$ cat src/rtl/mmu_pkg.sv
// Shared types and helpers for the MMU load path.
// Size encoding and the extend helper are reused by store forwarding.
package mmu_pkg;

    typedef enum logic [1:0] {
        BYTE = 2'd0,
        HALF = 2'd1,
        WORD = 2'd2
    } load_size_e;

    typedef enum logic [1:0] {
        IDLE  = 2'd0,
        ISSUE = 2'd1,
        WAIT  = 2'd2
    } mmio_state_e;

    // Any size other than BYTE/HALF (including the reserved code) is a word.
    function automatic logic [31:0] extend(
        input logic [31:0] d,
        input logic [1:0]  sz,
        input logic        uns
    );
        logic [31:0] r;
        r = d;
        if (sz == 2'(BYTE)) begin
            r = {{24{~uns & d[7]}}, d[7:0]};
        end else if (sz == 2'(HALF)) begin
            r = {{16{~uns & d[15]}}, d[15:0]};
        end
        return r;
    endfunction

endpackage

$ cat src/rtl/mmu_load_align.sv
// Undoes the bank lane rotation, then selects and extends the load.
// Purely combinational.
module mmu_load_align
    import mmu_pkg::*;
(
    input  logic [1:0]  i_align,
    input  logic [1:0]  i_size,
    input  logic        i_unsigned,
    input  logic [31:0] i_data,
    output logic [31:0] o_data
);

    logic [31:0] w_rot;

    always_comb begin
        w_rot = i_data;
        unique case (i_align)
            2'd0: w_rot = i_data;
            2'd1: w_rot = {i_data[7:0], i_data[31:8]};
            2'd2: w_rot = {i_data[15:0], i_data[31:16]};
            2'd3: w_rot = {i_data[23:0], i_data[31:24]};
        endcase
    end

    assign o_data = extend(w_rot, i_size, i_unsigned);

endmodule

$ cat src/rtl/mmu_decode.sv
// MMU load decoder: RAM lane un-rotation plus the MMIO read path
// with request strobe, busy stall and response timeout.
module mmu_decode
    import mmu_pkg::*;
#(
    parameter int MMIO_ADDR_START_BIT = 31,
    parameter int MMIO_TIMEOUT_CYCLES = 16
) (
    input  logic        clk,
    input  logic        rst_n,
    input  logic        req_valid,
    input  logic [31:0] req_addr,
    input  logic [1:0]  req_size,
    input  logic        req_unsigned,
    input  logic [31:0] physical_data_out,
    output logic        mmio_req,
    output logic [31:0] mmio_addr,
    input  logic [31:0] mmio_rdata,
    input  logic        mmio_rvalid,
    output logic        busy,
    output logic [31:0] data_out,
    output logic        data_valid,
    output logic        load_fault
);

    localparam int CW = $clog2(MMIO_TIMEOUT_CYCLES + 1);
    localparam logic [CW-1:0] CNT_LOAD = CW'(MMIO_TIMEOUT_CYCLES - 1);

    mmio_state_e r_state;
    logic [CW-1:0] r_cnt;

    logic        r_s1_valid;
    logic        r_s1_mmio;
    logic        r_s1_unsigned;
    logic [1:0]  r_s1_align;
    logic [1:0]  r_s1_size;

    logic        r_mmio_req;
    logic [31:0] r_mmio_addr;
    logic [31:0] r_data_out;
    logic        r_data_valid;
    logic        r_load_fault;

    logic        w_accept;
    logic        w_is_mmio;
    logic        w_in_wait;
    logic        w_ram_done;
    logic        w_mmio_done;
    logic        w_timeout;
    logic [1:0]  w_align;
    logic [31:0] w_raw;
    logic [31:0] w_ext;

    assign busy        = (r_state != IDLE);
    assign w_accept    = req_valid & ~busy;
    assign w_is_mmio   = req_addr[MMIO_ADDR_START_BIT];
    assign w_in_wait   = (r_state == WAIT);
    assign w_ram_done  = r_s1_valid & ~r_s1_mmio;
    assign w_mmio_done = w_in_wait & mmio_rvalid;
    assign w_timeout   = w_in_wait & ~mmio_rvalid & (r_cnt == '0);

    // While waiting no RAM load can be in stage 1, so the aligner is free.
    assign w_align = w_in_wait ? 2'b00 : r_s1_align;
    assign w_raw   = w_in_wait ? mmio_rdata : physical_data_out;

    mmu_load_align u_align (
        .i_align    (w_align),
        .i_size     (r_s1_size),
        .i_unsigned (r_s1_unsigned),
        .i_data     (w_raw),
        .o_data     (w_ext)
    );

    always_ff @(posedge clk or negedge rst_n) begin
        if (!rst_n) begin
            r_s1_valid    <= 1'b0;
            r_s1_mmio     <= 1'b0;
            r_s1_unsigned <= 1'b0;
            r_s1_align    <= 2'b00;
            r_s1_size     <= 2'b00;
        end else begin
            r_s1_valid <= w_accept;
            if (w_accept) begin
                r_s1_mmio     <= w_is_mmio;
                r_s1_unsigned <= req_unsigned;
                r_s1_align    <= req_addr[1:0];
                r_s1_size     <= req_size;
            end
        end
    end

    always_ff @(posedge clk or negedge rst_n) begin
        if (!rst_n) begin
            r_state     <= IDLE;
            r_cnt       <= '0;
            r_mmio_req  <= 1'b0;
            r_mmio_addr <= '0;
        end else begin
            r_mmio_req <= 1'b0;
            unique case (r_state)
                IDLE: begin
                    if (w_accept && w_is_mmio) begin
                        r_state     <= ISSUE;
                        r_mmio_req  <= 1'b1;
                        r_mmio_addr <= {req_addr[31:2], 2'b00};
                    end
                end
                ISSUE: begin
                    r_cnt   <= CNT_LOAD;
                    r_state <= WAIT;
                end
                WAIT: begin
                    if (mmio_rvalid || r_cnt == '0) begin
                        r_state <= IDLE;
                    end else begin
                        r_cnt <= r_cnt - CW'(1);
                    end
                end
                default: r_state <= IDLE;
            endcase
        end
    end

    always_ff @(posedge clk or negedge rst_n) begin
        if (!rst_n) begin
            r_data_out   <= '0;
            r_data_valid <= 1'b0;
            r_load_fault <= 1'b0;
        end else begin
            r_data_valid <= w_ram_done | w_mmio_done | w_timeout;
            r_load_fault <= w_timeout;
            if (w_timeout) begin
                r_data_out <= '0;
            end else if (w_ram_done || w_mmio_done) begin
                r_data_out <= w_ext;
            end
        end
    end

    assign mmio_req   = r_mmio_req;
    assign mmio_addr  = r_mmio_addr;
    assign data_out   = r_data_out;
    assign data_valid = r_data_valid;
    assign load_fault = r_load_fault;

endmodule

$ cat config.mk
export PLATFORM = sky130hd
export DESIGN_NAME = mmu_decode
export DESIGN_NICKNAME = d
export VERILOG_FILES = /design/src/rtl/mmu_pkg.sv /design/src/rtl/mmu_load_align.sv /design/src/rtl/mmu_decode.sv
export SDC_FILE = /design/constraint.sdc
export NUM_CORES = 1
export LEC_CHECK = 0
export CAP_MARGIN = 10
export CORE_AREA = 2 2 103 105
export CTS_BUF_LIST = sky130_fd_sc_hd__clkbuf_2 sky130_fd_sc_hd__clkbuf_4 sky130_fd_sc_hd__clkbuf_8
export DETAILED_ROUTE_END_ITERATION = 6
export DIE_AREA = 0 0 105 107
export PLACE_DENSITY = 0.9
export REMOVE_ABC_BUFFERS = 1
export SLEW_MARGIN = 25
export SYNTH_ARGS = -nofsm -noshare
export SYNTH_HDL_FRONTEND = slang
export SYNTH_SLANG_ARGS = --single-unit
$ cat constraint.sdc
create_clock -name clk -period 2.71 [get_ports clk]
set_input_delay 0.4065 -clock clk [delete_from_list [all_inputs] [get_ports clk]]
set_output_delay 0.4065 -clock clk [all_outputs]
set_load 0.01 [all_outputs]
==> run_results.csv <==
group,metric,value,unit
outcome,status,"finished, final reports clean",
finish,area_delta_synth_final,43.5,%
clock_tree,cts_buffer_depth,2,
synthesis,synth-simple-area-share,12.4,%
clock_tree,cts_resized,0,
power_and_ir_drop,vdd_drop_max,451,uV
synthesis,synth_cell_types,49,
finish,drive_above_1_share,20.4,%
routing,drt_iter0_markers,243,
floorplanning,initial_core_util,44.3,%
sta,fin_worst_skew,15.1,ps
floorplanning,ioPinCount,171,
synthesis,synth_xor_area_share,0,%
routing,first_pass_iters,4,
clock_tree,cts_sinks,79,
routing,wl,12.3,mm
sta,rsz0062_at_grt,"false",
global_routing,antenna_found_initial,0,
synthesis,syn_area,4470,um2
power_and_ir_drop,pwr-share-comb,48.8,%
floorplanning,die_w,105,um
synthesis,synthFlopType,"dfrtp_1",
job,cap_violations,0,
floorplanning,die_y,107,um
setup_path,worst_r2r_path_depth,8,
sta,slew_headroom,51.6,%
finish,fill_cells,833,
setup_path,crit_path_end_kind,"flip-flop",
clock_tree,cts-root-buf,"clkbuf_8",
clock_tree,cts.htree.levels,3,
sta,setup_violations,0,
synthesis,yosysTopAreaCellShare,44.2,%
synthesis,yosysSeqAreaShare,44.2,%
power_and_ir_drop,power_switching_share,35.7,%
finish,fin_util,63.5,%
sta,final_max_slew_viol_count,0,
sta,tightest_slew,721,ps
setup_path,critPathMaxFanout,24,
routing,num_vias,3772,
power_and_ir_drop,powerDensity,821,nW/um2
sta,setup_tns,0,ps
floorplanning,core,10100,um2
clock_tree,clkSlewWorstSetupHoldPaths,100,ps
clock_tree,clock_latency,360,ps
routing,wl_per_cell,17.9,um
global_routing,grt_pass1_vias,3898,
synthesis,ys.warnings.count,0,
synthesis,synthTopCellsByArea,"dfrtp_1 (44%), mux4_2 (15%), mux2_2 (8.6%), nand2_1 (5.3%), a21oi_1 (2.4%)",
synthesis,ys_seq_elements,79,
placement,gp_congestion,0.851,
placement,port_buffers,168,
sta,max_clock_freq,446,MHz
finish,antenna_cells,0,
synthesis,synth_top_cell_by_area,"dfrtp_1",
floorplanning,fp-row-count,37,
clock_tree,cts_tree,"built",
finish,layout_common_cells,"clkdlybuf4s50_1 (167), dfrtp_1 (77), nand2_1 (63), mux2_2 (34), mux4_2 (30)",
power_and_ir_drop,power_frac_clock,15.1,%
global_routing,gr-total-overflow,0,
routing,drtAntennaViolNets,0,
setup_path,crit_required,2910,ps
power_and_ir_drop,leakage,2.63,nW
synthesis,synth-edff-count,0,
clock_tree,post_cts_buffers,0,
power_and_ir_drop,net-switching-power,1.88,mW
clock_tree,cts_made_buffers,9,
routing,drc,0,
power_and_ir_drop,p_int,3.39,mW
finish,nNetsFinal,652,
synthesis,synthMuxAreaShare,26.0,%
global_routing,grt_usage,22.2,%
sta,finalCritPeriodShare,82.7,%
global_routing,grt_pass1_wl,19.7,mm
setup_path,path_class,"reg2reg",
synthesis,synth_compound_area_share,12.3,%
min_path,hold_path_class,"in2async",
sta,fin_crit,2240,ps
synthesis,synth_area_per_cell,11.5,um2
clock_tree,cts_hold_buf,0,
synthesis,synthAdderAreaFrac,0.280,%
synthesis,synth_top_family_by_area,"multiplexers",
power_and_ir_drop,p_seq_share,36.1,%
setup_path,critPathLaunchType,"flip-flop",
placement,hpwl,9.22,mm
routing,vias_per_cell,5.47,
setup_path,crit_arrival,2440,ps
synthesis,synthArstFlopShare,100,%
finish,layout_commonest_cell,"clkdlybuf4s50_1",
sta,hold_viol,0,
synthesis,synth_cells,390,
global_routing,grt_max_degree,80,
floorplanning,dieArea,11200,um2
## per-layer routing
layer / routed length (um) / GRT usage [%] / vias to the layer above
li1: - / - / 1734
met3: 774 / 3.71 / 25
met5: 0 / 0 / -
met1: 4610 / 27.2 / 1853
met2: 6660 / 39.3 / 160
met4: 286 / 8.57 / 0
## synthesized netlist by cell type, drive strengths merged, types with 3 or more instances
library cell	instances
a211oi	7
a21oi	22
a22oi	9
and2	10
buf	18
clkbuf	14
dfrtp	79
inv	5
mux2	35
mux2i	9
mux4	30
nand2	64
nand2b	4
nand3	10
nor2	10
nor2b	5
nor3	5
o21ai	26
o31ai	8
or2	3
## logic make-up after synthesis
kind of cell | after synthesis
compound gates | 81
fa+ha+maj | 1
buf+inv | 37
flops | 79
mux | 74
other cells | 1
simple gates | 117
## state kept, by name (all words and copies together) (netlist names)
register / cells
mmio_req: 1
r_s1_size: 2
r_s1_valid: 1
r_s1_unsigned: 1
load_fault: 1
data_valid: 1
data_out: 32
r_s1_align: 2
r_s1_mmio: 1
r_cnt: 5
r_state: 2
mmio_addr: 30
## power by group through the flow
stage               clock (mW)  sequential, mW  combinational (mW)
CTS                      0.811            1.90                2.59
global placement             0            1.90                2.50
detailed placement           0            1.93                2.59
floorplan                    0            2.08                1.10
global route             0.858            1.96                2.76
finish                   0.794            1.90                2.57
## through the flow
step | std cells | worst slack (ps) | hold slack, ps | area (um2) | total power [mW]
3_3_place_gp | 673 | 460 | 454 | 6230 | 4.40
5_1_grt | 689 | 296 | 144 | 6410 | 5.58
2_1_floorplan | 359 | 37.5 | 111 | 4280 | 3.18
4_1_cts | 689 | 439 | 251 | 6410 | 5.30
3_5_place_dp | 673 | 335 | 466 | 6230 | 4.51
6_report | 689 | 468 | 84.6 | 6410 | 5.26
## path summary, 6_finish.rpt
| check | start | endpoint | slack, ps |
|---|---|---|---|
| max in group asynchronous | rst_n | r_s1_align[1] | 2100 |
| worst max register to register | r_cnt[0] | data_out[17] | 470 |
| worst min-delay path | rst_n | mmio_addr[12] | 80 |
| worst max-delay path | r_cnt[0] | data_out[17] | 470 |
| worst min register to register | mmio_addr[31] | mmio_addr[31] | 480 |
| min in group clk | mmio_addr[31] | mmio_addr[31] | 480 |
## area by class of cell
type	count	area [um2]	share of cell area, %
sequential	79	1980	30.9
timing repair buffer	178	1770	27.6
clock buffer	10	131	2.05
multi-input combinational	275	2290	35.8
inverter	5	18.8	0.293
clock inverter	6	45.0	0.703
tap	136	170	2.65
## critical path, stage by stage (launching register included)
cell	delay, ps
dfrtp_1	410
inv_1	80
ha_1	210
or4b_4	490
nand2_2	80
and2_4	210
a2bb2oi_4	140
buf_4	300
a22oi_1	160
Note: power is estimated with default switching activity, not from simulation.
